<file path="config.mk">
export PLATFORM = sky130hd
export DESIGN_NAME = be8_ram_dbg
export DESIGN_NICKNAME = d
export VERILOG_FILES = /design/src/rtl/be8_ram_dbg.sv
export SDC_FILE = /design/constraint.sdc
export NUM_CORES = 1
export LEC_CHECK = 0
export BUFFER_PORTS_ARGS = -buffer_cell sky130_fd_sc_hd__buf_2
export CAP_MARGIN = 40
export CORE_UTILIZATION = 46
export DETAILED_ROUTE_END_ITERATION = 7
export GPL_TIMING_DRIVEN = 1
export PLACE_DENSITY = 0.76
export SYNTH_ARGS = -nofsm -noshare
export SYNTH_HDL_FRONTEND = slang
export SYNTH_SLANG_ARGS = --single-unit
</file>
<file path="constraint.sdc">
create_clock -name CLK -period 2.69 [get_ports CLK]
set_clock_uncertainty 0.15 [all_clocks]
set_input_delay 0.1345 -clock CLK [delete_from_list [all_inputs] [get_ports CLK]]
set_output_delay 0.1345 -clock CLK [all_outputs]
set_load 0.005 [all_outputs]
</file>
<file path="src/rtl/be8_ram_dbg.sv">
// ---------------------------------------------------------------------------
// be8_ram_dbg
//   Parametrised RAM plus memory address register (MAR) for the BE8 core.
//   The CPU reaches the RAM through the MI/RI/RO bus strobes. A debugger can
//   take ownership through a request/ack handshake and then stream
//   set-address / write / read commands with an auto-incrementing MAR.
//   With CLEAR_ON_RESET=1 every word is zeroed after reset, one per cycle.
//
// Parameters
//   DATA_WIDTH      bus / memory word width (must be >= ADDR_WIDTH)
//   ADDR_WIDTH      MAR width, DEPTH = 2**ADDR_WIDTH (must be >= 2)
//   CLEAR_ON_RESET  1: zero sweep after reset, 0: contents left as they are
//
// Ports
//   CLK, RESET      rising-edge clock, synchronous active-high reset
//   MI, RI, RO      CPU strobes: load MAR, write mem[MAR], read mem[MAR]
//   BUS_IN          shared bus value (address or write data)
//   BUS_OUT/BUS_OE  mem[MAR] (asynchronous read) and its drive enable
//   MAR_OUT         current MAR for display
//   BUSY            clear sweep in progress
//   DEBUG_REQUEST   debugger asks for the RAM, DEBUG_ACK grants it
//   DEBUG_CMD       00 set-address, 01 write+inc, 10 read+inc, 11 nop
//   DEBUG_DATA      address (low ADDR_WIDTH bits) or write data
//   DEBUG_VALID     command valid, accepted when DEBUG_READY is high
//   DEBUG_RDATA     read result, qualified by the DEBUG_RVALID pulse
// ---------------------------------------------------------------------------
module be8_ram_dbg #(
    parameter int DATA_WIDTH     = 8,
    parameter int ADDR_WIDTH     = 4,
    parameter bit CLEAR_ON_RESET = 1'b1
) (
    input  logic                  CLK,
    input  logic                  RESET,
    input  logic                  MI,
    input  logic                  RI,
    input  logic                  RO,
    input  logic [DATA_WIDTH-1:0] BUS_IN,
    output logic [DATA_WIDTH-1:0] BUS_OUT,
    output logic                  BUS_OE,
    output logic [ADDR_WIDTH-1:0] MAR_OUT,
    output logic                  BUSY,
    input  logic                  DEBUG_REQUEST,
    output logic                  DEBUG_ACK,
    input  logic [1:0]            DEBUG_CMD,
    input  logic [DATA_WIDTH-1:0] DEBUG_DATA,
    input  logic                  DEBUG_VALID,
    output logic                  DEBUG_READY,
    output logic [DATA_WIDTH-1:0] DEBUG_RDATA,
    output logic                  DEBUG_RVALID
);

    localparam int DEPTH = 1 << ADDR_WIDTH;

    typedef enum logic [1:0] {
        ST_CLEAR = 2'b00,
        ST_IDLE  = 2'b01,
        ST_DEBUG = 2'b10
    } state_t;

    localparam logic [1:0] CMD_SET = 2'b00;
    localparam logic [1:0] CMD_WR  = 2'b01;
    localparam logic [1:0] CMD_RD  = 2'b10;

    localparam logic [ADDR_WIDTH-1:0] ADDR_ZERO = {ADDR_WIDTH{1'b0}};
    localparam logic [ADDR_WIDTH-1:0] ADDR_ONE  = {{(ADDR_WIDTH-1){1'b0}}, 1'b1};
    localparam logic [ADDR_WIDTH-1:0] ADDR_LAST = {ADDR_WIDTH{1'b1}};
    localparam logic [DATA_WIDTH-1:0] DATA_ZERO = {DATA_WIDTH{1'b0}};

    localparam state_t RESET_STATE = CLEAR_ON_RESET ? ST_CLEAR : ST_IDLE;

    state_t                  state_r;
    logic [ADDR_WIDTH-1:0]   mar_r;
    logic [ADDR_WIDTH-1:0]   clr_cnt_r;
    logic                    ack_r;
    logic                    busy_r;
    logic                    rvalid_r;
    logic [DATA_WIDTH-1:0]   rdata_r;
    logic [DATA_WIDTH-1:0]   mem_r [DEPTH];

    logic                    dbg_fire_s;
    logic                    mem_we_s;
    logic [ADDR_WIDTH-1:0]   mem_waddr_s;
    logic [DATA_WIDTH-1:0]   mem_wdata_s;

    // ack_r is high exactly while the debugger owns the RAM, so it doubles
    // as the command-accept qualifier.
    assign dbg_fire_s = ack_r & DEBUG_VALID;

    // Select the single memory write port source: sweep, CPU or debugger.
    // A write coinciding with RESET is dropped so that reset never alters
    // contents on its own.
    always_comb begin
        mem_we_s    = 1'b0;
        mem_waddr_s = mar_r;
        mem_wdata_s = BUS_IN;
        if (RESET) begin
            mem_we_s = 1'b0;
        end else begin
            case (state_r)
                ST_CLEAR: begin
                    mem_we_s    = 1'b1;
                    mem_waddr_s = clr_cnt_r;
                    mem_wdata_s = DATA_ZERO;
                end
                ST_IDLE: begin
                    mem_we_s = RI;
                end
                ST_DEBUG: begin
                    mem_wdata_s = DEBUG_DATA;
                    if (dbg_fire_s && (DEBUG_CMD == CMD_WR)) begin
                        mem_we_s = 1'b1;
                    end else begin
                        mem_we_s = 1'b0;
                    end
                end
                default: begin
                    mem_we_s = 1'b0;
                end
            endcase
        end
    end

    // Memory array write; no reset so it maps onto plain RAM.
    always_ff @(posedge CLK) begin
        if (mem_we_s) begin
            mem_r[mem_waddr_s] <= mem_wdata_s;
        end
    end

    // Ownership FSM with MAR, clear counter and debug read-back registers.
    always_ff @(posedge CLK) begin
        if (RESET) begin
            state_r   <= RESET_STATE;
            mar_r     <= ADDR_ZERO;
            clr_cnt_r <= ADDR_ZERO;
            ack_r     <= 1'b0;
            busy_r    <= CLEAR_ON_RESET;
            rvalid_r  <= 1'b0;
            rdata_r   <= DATA_ZERO;
        end else begin
            rvalid_r <= 1'b0;
            case (state_r)
                ST_CLEAR: begin
                    clr_cnt_r <= clr_cnt_r + ADDR_ONE;
                    if (clr_cnt_r == ADDR_LAST) begin
                        state_r <= ST_IDLE;
                        busy_r  <= 1'b0;
                        mar_r   <= ADDR_ZERO;
                    end
                end
                ST_IDLE: begin
                    // The RI write above uses the pre-edge MAR, so MI&RI
                    // writes the old address before MAR moves.
                    if (MI) begin
                        mar_r <= BUS_IN[ADDR_WIDTH-1:0];
                    end
                    if (DEBUG_REQUEST) begin
                        state_r <= ST_DEBUG;
                        ack_r   <= 1'b1;
                    end
                end
                ST_DEBUG: begin
                    if (DEBUG_VALID) begin
                        case (DEBUG_CMD)
                            CMD_SET: begin
                                mar_r <= DEBUG_DATA[ADDR_WIDTH-1:0];
                            end
                            CMD_WR: begin
                                mar_r <= mar_r + ADDR_ONE;
                            end
                            CMD_RD: begin
                                rdata_r  <= mem_r[mar_r];
                                rvalid_r <= 1'b1;
                                mar_r    <= mar_r + ADDR_ONE;
                            end
                            default: begin
                                mar_r <= mar_r;
                            end
                        endcase
                    end
                    // A command in the releasing cycle still executes;
                    // MAR is intentionally left where the debugger put it.
                    if (!DEBUG_REQUEST) begin
                        state_r <= ST_IDLE;
                        ack_r   <= 1'b0;
                    end
                end
                default: begin
                    // Unreachable encoding: fall back to CPU ownership.
                    state_r <= ST_IDLE;
                    ack_r   <= 1'b0;
                    busy_r  <= 1'b0;
                end
            endcase
        end
    end

    assign BUS_OUT      = mem_r[mar_r];
    assign BUS_OE       = RO & (state_r == ST_IDLE);
    assign MAR_OUT      = mar_r;
    assign BUSY         = busy_r;
    assign DEBUG_ACK    = ack_r;
    assign DEBUG_READY  = ack_r;
    assign DEBUG_RDATA  = rdata_r;
    assign DEBUG_RVALID = rvalid_r;

endmodule

</file>
Yosys cells after proc, flatten, opt, wreduce, memory -nomap -nowiden. Memory sizes are Yosys's and may differ from the RTL's. A register that Yosys moved wholly into a read port is not among the register bits. Index checks and enable logic that the tools add are counted.

Mux-type cells: 26. Bitwise operators: 6. Add/sub/neg operators: 2. Reductions and logical operators: 12. Equal/unequal tests: 11.

Operator list (number): 4-bit 2-to-1 mux (7); 8-bit case mux with 2 select lines (1); 4-bit case mux with 3 select lines (1); 2-bit != test, second input constant (5); 3-bit AND reduction (3); 4-bit by 1-bit adder with 4-bit output, second input constant (2); 1-bit 2-to-1 mux (8); 8-bit 2-to-1 mux (1); 4-bit case mux with 2 select lines (1); 2-bit 2-to-1 mux (3); 1-bit case mux with 3 select lines (2); 2-bit case mux with 3 select lines (1); 5-bit AND reduction (1); 2-bit by 1-bit == test with 1-bit output, second input constant (2); 2-bit == test, second input constant (2); 4-bit == test, second input constant (1); 2-bit zero test (2); 1-bit inverter (4); 2-bit OR reduction (2); 3-bit by 2-bit != test with 1-bit output, second input constant (1); 3-bit nonzero test (1); 3-bit OR reduction (1); 1-bit AND (2); 1-bit case mux with 2 select lines (1); other kinds (2) (2).

Output and inout bits: 25. Flip-flop bits (word level): 21. Memories kept: 1. Input bits: 25. Memory bits (writable): 128. Word-level logic and storage cells: 65.

Memory list: mem_r (words 16, bits a word 8, rd ports 1, clocked after memory_dff 1, write ports 1, line 78) `logic [DATA_WIDTH-1:0] mem_r [DEPTH];`.

Depth between registers and ports, before layout. Gate-level depths: netlist (run 1).

Word-level depth: 7. Gate-level depth with buffers: 8. Depth with buffers taken out: 6.

Worst setup path before layout (run 1). OpenSTA, ideal clock, no wires.

Kind: register to register. Start point: register state_r[0]. End point: memory mem_r[5][0], enable pin. Path buffers: 1. Arrival time: 1882 ps. Period minus slack after synthesis: 2402 ps. Required time: 2170 ps. Path slack: 288 ps. Stages on the path, launching flop included: 8. Library setup time: 370 ps. Path through: dfxtp_1 -> inv_1 -> ha_1 -> nand2b_1 -> clkbuf_1 -> mux2i_1 -> nand3_1 -> nor2_1.

Word-level cells in the longest chain between the ends: 5. Elaborated cells on any way between the ends: 9. Those cells by class: eq/ne (2); mux (6); reduce/logical (1).

RTL lines: start, declared (line 71) `state_t state_r;`; start signal, assigned (line 133) `state_r <= RESET_STATE;`; start signal, assigned (line 146) `state_r <= ST_IDLE;`; start signal, assigned (line 158) `state_r <= ST_DEBUG;`; 2-bit == test (tied with other cells) (line 99) `case (state_r)`; 1-bit case mux with 3 select lines (line 99); 1-bit 2-to-1 mux (line 96) `if (RESET) begin`; 1-bit 2-to-1 mux (line 125) `if (mem_we_s) begin`; 1-bit 2-to-1 mux (implied by the code) (line 126) `mem_r[mem_waddr_s] <= mem_wdata_s;`; end, declared (line 78).

Parallel ways exist; a longest one is shown, timed or not.

==> results.yml, run 1 <==
clocking:
  cts_buffer_depth: 2
  cts-root-buf: "clkbuf_16"
  insertion_delay_ps: 420
  clock-sinks: 153
  path_clk_slew_ps: 60
  cts_buffers: 17
  cts_tree: "done"
  cts.htree.levels: 4
timing:
  worst_slack_ps: 88.9
  finalCritPeriodShare_pct: 96.7
  hold_viol: 0
  timing.fmax_mhz: 384
  final_max_slew_viol_count: 0
  max_slew_margin_pct: 47.2
  setup_violations: 0
  layout_min_cycle_time_ps: 2600
  tightest_slew_ps: 791
  rsz0062_at_grt: "true"
  hold_ws_ps: 14.9
synthesis:
  ys.warnings.count: 0
  yosys-top-cells-count: "edfxtp_1 (128), mux2i_1 (53), nor2_1 (29)"
  ys_ff_latch: 153
  synth_edf_count: 128
  yosys.area.top_type: "edfxtp_1"
  synth_area_sq_um: 6530
  ys.flop_type: "edfxtp_1"
  seq_area_frac_synth_pct: 66.6
  syn_area_per_cell_sq_um: 14.6
  synth-async-reset-ratio_pct: 0
  synth_cell_types: 46
  syn_inst: 446
  yosysTopAreaCellShare_pct: 58.9
  yosysMostFrequentCell: "edfxtp_1"
  yosys-top-cells-area: "edfxtp_1 (59%), mux2i_1 (8.1%), dfxtp_1 (7.7%)"
  synth_nets: 480
setup_path:
  worst-path-buf-inv: 3
  worstPathRequired_ps: 2410
  cpMaxStageDelayCell: "a222oi_1"
  criticalPathCategory: "reg2out"
  crit_arrival_ps: 2320
  crit_path_frequent_cell: "buf_4"
  cp_max_fo: 15
  cp_num_cells: 6
  crit_family: "compound AO/OA/AOI/OAI gates"
  rrSetupSlack_ps: 230
  endpoint_kind: "primary output"
  r2r_cells: 9
  cp-endpoint: "BUS_OUT[0]"
  crit_chain: "buf_4 > buf_4 > mux2i_1 > a222oi_1 > a22o_1 > buf_2"
  reg2reg_to: "mem_r[0][3]"
  crit_path_start_kind: "flip-flop"
  r2r-start: "state_r[0]"
  cpPeakStageDelay_ps: 480
power_and_ir_drop:
  p_clk_share_pct: 43.0
  p_sw_share_pct: 23.5
  p_int_w: 0.00434
  pwr_density_cell_nw_per_um2: 732
  ir_drop_mv: 0.485
  switchingPower_w: 0.00133
  pwr-share-seq_pct: 47.9
  leakage_nw: 2.69
  power_frac_comb_pct: 9.1
grt:
  grtUsageTotal_pct: 21.5
  antenna_found_initial: 0
  grt_max_degree: 21
  overflow: 0
  grt_pass1_vias: 4046
  grt_pass1_wl_um: 22600
cells_and_area:
  num_antenna_cells: 0
  nFillCells: 1105
  fin_nets: 560
  layout-drive-gt1-share_pct: 24.7
  area_growth_pct: 18.9
  design_area_sq_um: 7760
  finalNonFillerCells: 719
worst_hold_path:
  hp-class: "in2reg"
  whs_path_depth: 3
placed_design:
  globalplace.congestion: 0.877
  placed_area_sq_um: 7100
  port_buffers: 49
  dp_hpwl_um: 10200
  pre_cts_slack_ps: 121
  dpl.cell_count: 684
floorplanning:
  start_util_pct: 47.0
  coreArea_sq_um: 13900
  ios: 50
  die_w_um: 121
  fp.dieH_um: 121
  rows: 43
  dieArea_sq_um: 14700
route:
  via_per_inst: 5.85
  drt-initial-drc-count: 441
  post_drt_wl_per_cell_um: 20.6
  postRouteAntennaNets: 0
  route.vias.total: 4204
  wirelength_um: 14800
  drc_errors: 0
  first_pass_iters: 5
outcome:
  status: "finished, final reports clean"
run:
  drv_cap: 0
metal layers:
metal	global-route usage [%]	part of all wire, %
met1	26.8	40
met2	35.4	50
met3	6.20	7.0
met4	8.41	2.5
met5	0	0
worst register-to-register path, stage by stage, from the launching register on:
cell	delay, ps
dfxtp_1	360
inv_1	120
ha_1	270
a21oi_1	70
a211oi_1	370
buf_4	190
nand3_1	110
buf_4	170
nor2_1	150
buf_4	210
flip-flops by register name (all words and copies together), names as in the netlist, named ones only:
name	count
state_r	2
clr_cnt_r	4
mem_r	128
BUSY	1
DEBUG_RDATA	8
DEBUG_RVALID	1
MAR_OUT	4
DEBUG_ACK	1
layout by cell type (no fill, tap or decap), types with 11 or more instances in the layout:
cell type and count:
a21oi_1 12, a22o_1 15, buf_2 49, buf_4 35
clkbuf_16 17, dfxtp_1 24, edfxtp_1 128, mux2i_1 53
nand2_1 21, nand3_1 12, nor2_1 24, o21ai_1 11
area by class of cell:
class	count	area [sq um]	share of cell area, %
sequential	153	4350	56.0
timing repair buffer	86	528	6.81
clock inverter	15	193	2.48
multi-input combinational	259	2010	25.9
inverter	9	33.8	0.435
tap	180	225	2.90
clock buffer	17	425	5.48
worst min path at each step:
stage	startpoint	endpoint	slack, ps
2_1_floorplan	DEBUG_VALID	DEBUG_RVALID	170
3_3_place_gp	DEBUG_RDATA[1]	DEBUG_RDATA[1]	300
3_5_place_dp	DEBUG_RDATA[6]	DEBUG_RDATA[6]	310
4_1_cts	BUS_IN[2]	flip-flop	6
5_1_grt	BUS_IN[2]	flip-flop	50
6_report	BUS_IN[2]	flip-flop	10
timing repair:
item | 4_1_cts | 5_1_grt
hold buffers | 2 | 0
setup buffers | 0 | 1
endpoints found under the setup margin | 0 | 41
resized for setup | 0 | 5
endpoints found under the hold margin | 13 | 0
through the flow:
stage / util, % / total power, W / setup TNS, ps
final: 55.9 / 0.00568 / 0
after global routing: 55.9 / 0.00584 / -115
after CTS: 55.7 / 0.00569 / 0
after detailed placement: 51.1 / 0.00327 / 0
after global placement: 51.1 / 0.00325 / 0
after floorplan: - / 0.00305 / 0
power by group through the flow:
stage | logic, W | registers (W) | clock network (W)
after floorplan | 0.000297 | 0.00275 | 0
after global placement | 0.000485 | 0.00276 | 0
after detailed placement | 0.000502 | 0.00277 | 0
after CTS | 0.000507 | 0.00272 | 0.00246
after global routing | 0.000562 | 0.00272 | 0.00256
final | 0.000516 | 0.00272 | 0.00244
cell families (layout without fill, tap and decap cells):
group           count (synthesis)  in the layout  synth area share (%)
flops                         153            153                  66.6
compound gates                 75             75                  8.30
xor+xnor                        4              4                 0.537
fa+ha+maj                       9              9                  1.73
mux                            64             64                  11.4
buf+inv                        34            127                  2.86
simple gates                  107            107                  8.59
Power figures use the tool's default switching activity.
==> run 2: changes to the inputs <==
CORE_UTILIZATION = 55   (was 46)
PLACE_DENSITY = 0.86   (was 0.76)
==> run 2 against run 1 <==
Against the previous run:
- worst setup slack got worse by 10 ps
- register-to-register slack got worse by 150 ps
- sequential share of layout area grew 0.50 points
- core utilization rose by 11 points
- fmax is 0.39% lower
- final cell count decreased by 4.3%
- critical path depth shrank 2
- largest cell class unchanged
- largest power group unchanged
- highest routed layer unchanged
==> results.yml, run 2 (synthesis gave the netlist of run 1 again) <==
outcome:
  status: "finished, final reports clean"
route:
  post_drt_wl_per_cell_um: 22.5
  drc_errors: 0
  postRouteAntennaNets: 0
  wirelength_um: 15400
  drt-initial-drc-count: 418
  first_pass_iters: 5
  via_per_inst: 6.35
  route.vias.total: 4372
placed_design:
  port_buffers: 49
  placed_area_sq_um: 7110
  dp_hpwl_um: 10500
  dpl.cell_count: 654
  globalplace.congestion: 0.895
timing:
  timing.fmax_mhz: 383
  tightest_slew_ps: 758
  finalCritPeriodShare_pct: 97.1
  setup_tns_ps: 0
  layout_min_cycle_time_ps: 2610
  max_slew_margin_pct: 49.4
  hold_viol: 0
  rsz0062_at_grt: "true"
  setup_violations: 0
  final_max_slew_viol_count: 0
power_and_ir_drop:
  ir_drop_mv: 0.494
  total_power_w: 0.00552
  pwr_density_cell_nw_per_um2: 717
  leakage_nw: 2.69
setup_path:
  r2r_cells: 8
  worstPathRequired_ps: 2410
  endpoint_kind: "primary output"
  crit_arrival_ps: 2330
  crit_path_start_kind: "flip-flop"
  criticalPathCategory: "reg2out"
  cp_max_fo: 9
cells_and_area:
  finalNonFillerCells: 688
  layout-drive-gt1-share_pct: 24.2
  num_antenna_cells: 0
  finish.utilization_pct: 67.1
  multi_input_area_sq_um: 2000
  nFillCells: 730
  fin_nets: 566
  area_growth_pct: 17.9
  regArea_sq_um: 4350
  largest_reg_flops: 128
  final_common_cell: "edfxtp_1"
  design_area_sq_um: 7690
  most-common-layout-cells: "edfxtp_1 (128), mux2i_1 (53), buf_2 (49)"
  top_register: "mem_r"
clocking:
  cts.htree.levels: 4
  cts-root-buf: "clkbuf_16"
  post-cts-setup-buffer-count: 0
  path_clk_slew_ps: 60
  cts_buffers: 17
  clock-sinks: 153
  cts_tree: "done"
  cts_buffer_depth: 2
  insertion_delay_ps: 420
floorplanning:
  start_util_pct: 56.9
  die_w_um: 111
  ios: 50
  coreArea_sq_um: 11500
  fp.dieH_um: 111
  rows: 39
  dieArea_sq_um: 12300
worst_hold_path:
  hp-class: "in2reg"
  whs_path_depth: 5
grt:
  antenna_found_initial: 0
  grt_pass1_wl_um: 24400
  overflow: 0
  grt_max_degree: 21
  grt_pass1_vias: 4511
  grtUsageTotal_pct: 26.6
run:
  drv_cap: 0
## run 2: cell count changes in the layout (fill, tap and decap cells not counted), sizes merged
cell and delta:
clkinvlp +1, bufinv -1, clkbuf +1, clkinv +3
inv -4, buf +6
## run 2: power breakdown
part | internal [W] | switching [W] | total [W]
logic | 0.000206 | 0.000338 | 0.000544
clock network | 0.00135 | 0.000905 | 0.00225
registers | 0.00267 | 0.0000507 | 0.00272
total | 0.00422 | 0.00129 | 0.00552
## run 2: per-layer routing
layer / track usage [%] / up-vias / share of wire, %
met5: 0 / - / 0
met4: 10.8 / 0 / 3.3
met3: 7.22 / 44 / 8.8
met2: 43.9 / 274 / 50
met1: 33.3 / 2129 / 38
li1: - / 1925 / -
## run 2: layout make-up
class / instances / share of cell area [%]
flip-flops and latches: 153 / 56.5
well taps: 143 / 2.33
inverters: 9 / 0.439
multi-input cells: 259 / 26.0
repair buffers: 92 / 7.45
clock inverters: 14 / 1.72
clock buffers: 18 / 5.58
## run 2: worst paths after layout
check                 startpoint             end  slack (ps)
hold reg to reg   DEBUG_RDATA[6]  DEBUG_RDATA[6]         320
hold / removal         BUS_IN[3]      MAR_OUT[3]          50
setup reg to reg      state_r[0]     mem_r[3][1]          80
setup / recovery       flip-flop      BUS_OUT[6]          80
## run 2: timing repair
action                                  CTS  global route
hold buffers                              2             0
endpoints found under the hold margin    12             0
gates resized for setup                   0             2
endpoints found under the setup margin    0            11
## run 2: through the flow
| step | setup WS [ps] | hold slack, ps |
|---|---|---|
| after floorplan | 288 | 167 |
| after global placement | 351 | 300 |
| after detailed placement | 221 | 308 |
| after CTS | 25.7 | 30.6 |
| after global routing | -5.55 | 84.1 |
| final | 78.6 | 52.3 |
## run 2: worst max-delay path, stage by stage (launching register included)
cell	delay (ps)
dfxtp_1	520
nor2b_1	670
a221oi_1	250
a22o_1	320
buf_2	130
==> run 3: changes to the inputs <==
PLACE_DENSITY = 0.82   (was 0.86)
==> run 3 against run 2 <==
Against the previous run:
- first-iteration DRC count grew 2.4%
- sequential power is essentially flat
- total power grew 2.5%
- non-clock buffer count shrank 7
- flip-flop and latch count is the same
- worst setup slack gained 54 ps
- register-to-register slack gained 80 ps
- fmax grew 2.1%
- combinational power grew 0.9%
- hold slack lost 25 ps
- global-route usage shrank 0.93 points
- final cell count shrank 1.0%
- largest power group unchanged
==> results.yml, run 3 (synthesis gave the netlist of run 1 again) <==
setup_path:
  crit_arrival_ps: 2270
  rrSetupSlack_ps: 160
  crit_path_start_kind: "flip-flop"
  cp_max_fo: 18
  worstPathRequired_ps: 2410
  cp-endpoint: "BUS_OUT[1]"
  endpoint_kind: "primary output"
  reg2reg_to: "mem_r[7][5]"
  r2r-start: "state_r[0]"
  r2r_cells: 7
  criticalPathCategory: "reg2out"
clocking:
  cts_buffers: 17
  clock-sinks: 153
  path_clk_slew_ps: 60
  cts-root-buf: "clkbuf_16"
  post-cts-setup-buffer-count: 0
  insertion_delay_ps: 430
  cts_buffer_depth: 2
  cts_tree: "done"
  cts.htree.levels: 4
power_and_ir_drop:
  power_frac_comb_pct: 9.7
  ir_drop_mv: 0.448
  p_clk_share_pct: 42.2
  p_int_w: 0.00436
  switchingPower_w: 0.00129
  pwr-share-seq_pct: 48.1
  leakage_nw: 2.70
  p_sw_share_pct: 22.9
  pwr_density_cell_nw_per_um2: 734
cells_and_area:
  largest_reg_flops: 128
  most-common-layout-cells: "edfxtp_1 (128), mux2i_1 (53), buf_2 (49)"
  design_area_sq_um: 7700
  area_growth_pct: 18.0
  top_register: "mem_r"
  final_common_cell: "edfxtp_1"
  finalNonFillerCells: 681
  num_antenna_cells: 0
  fin_nets: 559
  layout-drive-gt1-share_pct: 23.2
floorplanning:
  rows: 39
  coreArea_sq_um: 11500
  die_w_um: 111
  start_util_pct: 56.9
  fp.dieH_um: 111
  dieArea_sq_um: 12300
  ios: 50
timing:
  rsz0062_at_grt: "false"
  tightest_slew_ps: 662
  setup_tns_ps: 0
  final_max_slew_viol_count: 0
  layout_min_cycle_time_ps: 2560
  finalCritPeriodShare_pct: 95.1
  max_slew_margin_pct: 55.7
  setup_violations: 0
  hold_viol: 0
  timing.fmax_mhz: 391
route:
  drt-initial-drc-count: 428
  first_pass_iters: 5
  drc_errors: 0
  postRouteAntennaNets: 0
  wirelength_um: 15000
  via_per_inst: 6.26
  route.vias.total: 4264
  post_drt_wl_per_cell_um: 22.1
grt:
  overflow: 0
  grt_pass1_wl_um: 23200
  grtUsageTotal_pct: 25.7
  grt_max_degree: 29
  antenna_found_initial: 0
  grt_pass1_vias: 4190
placed_design:
  dp_hpwl_um: 9930
  placed_area_sq_um: 7080
  globalplace.congestion: 0.846
  dpl.cell_count: 647
  port_buffers: 49
outcome:
  status: "finished, final reports clean"
worst_hold_path:
  hp-class: "in2reg"
run:
  drv_cap: 0
-- run 3: changes by cell type in the layout (fill, tap and decap cells not counted), sizes merged --
cell	before	now
buf	90	83
bufinv	2	1
clkbuf	18	26
clkinv	7	4
clkinvlp	5	0
inv	9	10
-- run 3: what timing repair did --
item | in CTS | in global routing
hold buffers | 2 | 0
gates resized for setup | 0 | 2
setup endpoints to repair | 0 | 12
endpoints found under the hold margin | 12 | 0
-- run 3: final cells by class --
cell class | instances | area, sq um
sequential | 153 | 4350
fill | 751 | 3770
multi-input combinational | 259 | 2000
timing repair buffer | 85 | 546
clock buffer | 26 | 543
tap | 143 | 179
clock inverter | 6 | 56.3
inverter | 9 | 33.8
-- run 3: through the flow --
stage,hold WS (ps),setup WS (ps),total power [W],utilization [%]
floorplan,167,288,0.00305,-
global placement,301,342,0.00326,61.7
detailed placement,310,197,0.00329,61.7
CTS,10.3,6.39,0.00567,67.1
global route,47.2,43.8,0.00581,67.2
finish,27.5,133,0.00565,67.2
-- run 3: metal layers --
| metal | vias to the layer above | track usage, % | wire length (um) |
|---|---|---|---|
| met5 | - | 0 | 0 |
| li1 | 1898 | - | - |
| met3 | 42 | 6.56 | 1520 |
| met1 | 2068 | 32.8 | 5760 |
| met2 | 256 | 41.2 | 7270 |
| met4 | 0 | 12.0 | 488 |
-- run 3: power by group through the flow --
stage	Combinational (W)	Clock, W	Sequential [W]
6_report	0.000549	0.00238	0.00272
5_1_grt	0.000587	0.00250	0.00273
4_1_cts	0.000540	0.00241	0.00272
3_5_place_dp	0.000526	0	0.00277
3_3_place_gp	0.000504	0	0.00276
2_1_floorplan	0.000297	0	0.00275
-- run 3: worst max-delay path, cell delays in order (launching register included) --
cell	delay [ps]
dfxtp_2	510
buf_12	230
nor2_2	110
a222oi_1	580
nand3_1	160
o21ai_1	120
buf_2	130
-- run 3: worst min path at each step --
| stage | from | endpoint | slack [ps] | cells past startpoint |
|---|---|---|---|---|
| CTS | BUS_IN[3] | MAR_OUT[3] | 10 | 5 |
| global route | BUS_IN[2] | flip-flop | 50 | 3 |
| detailed placement | BUSY | BUSY | 310 | 2 |
| finish | BUS_IN[3] | MAR_OUT[3] | 30 | 5 |
| floorplan | DEBUG_VALID | DEBUG_RVALID | 170 | 2 |
| global placement | DEBUG_RDATA[1] | DEBUG_RDATA[1] | 300 | 2 |
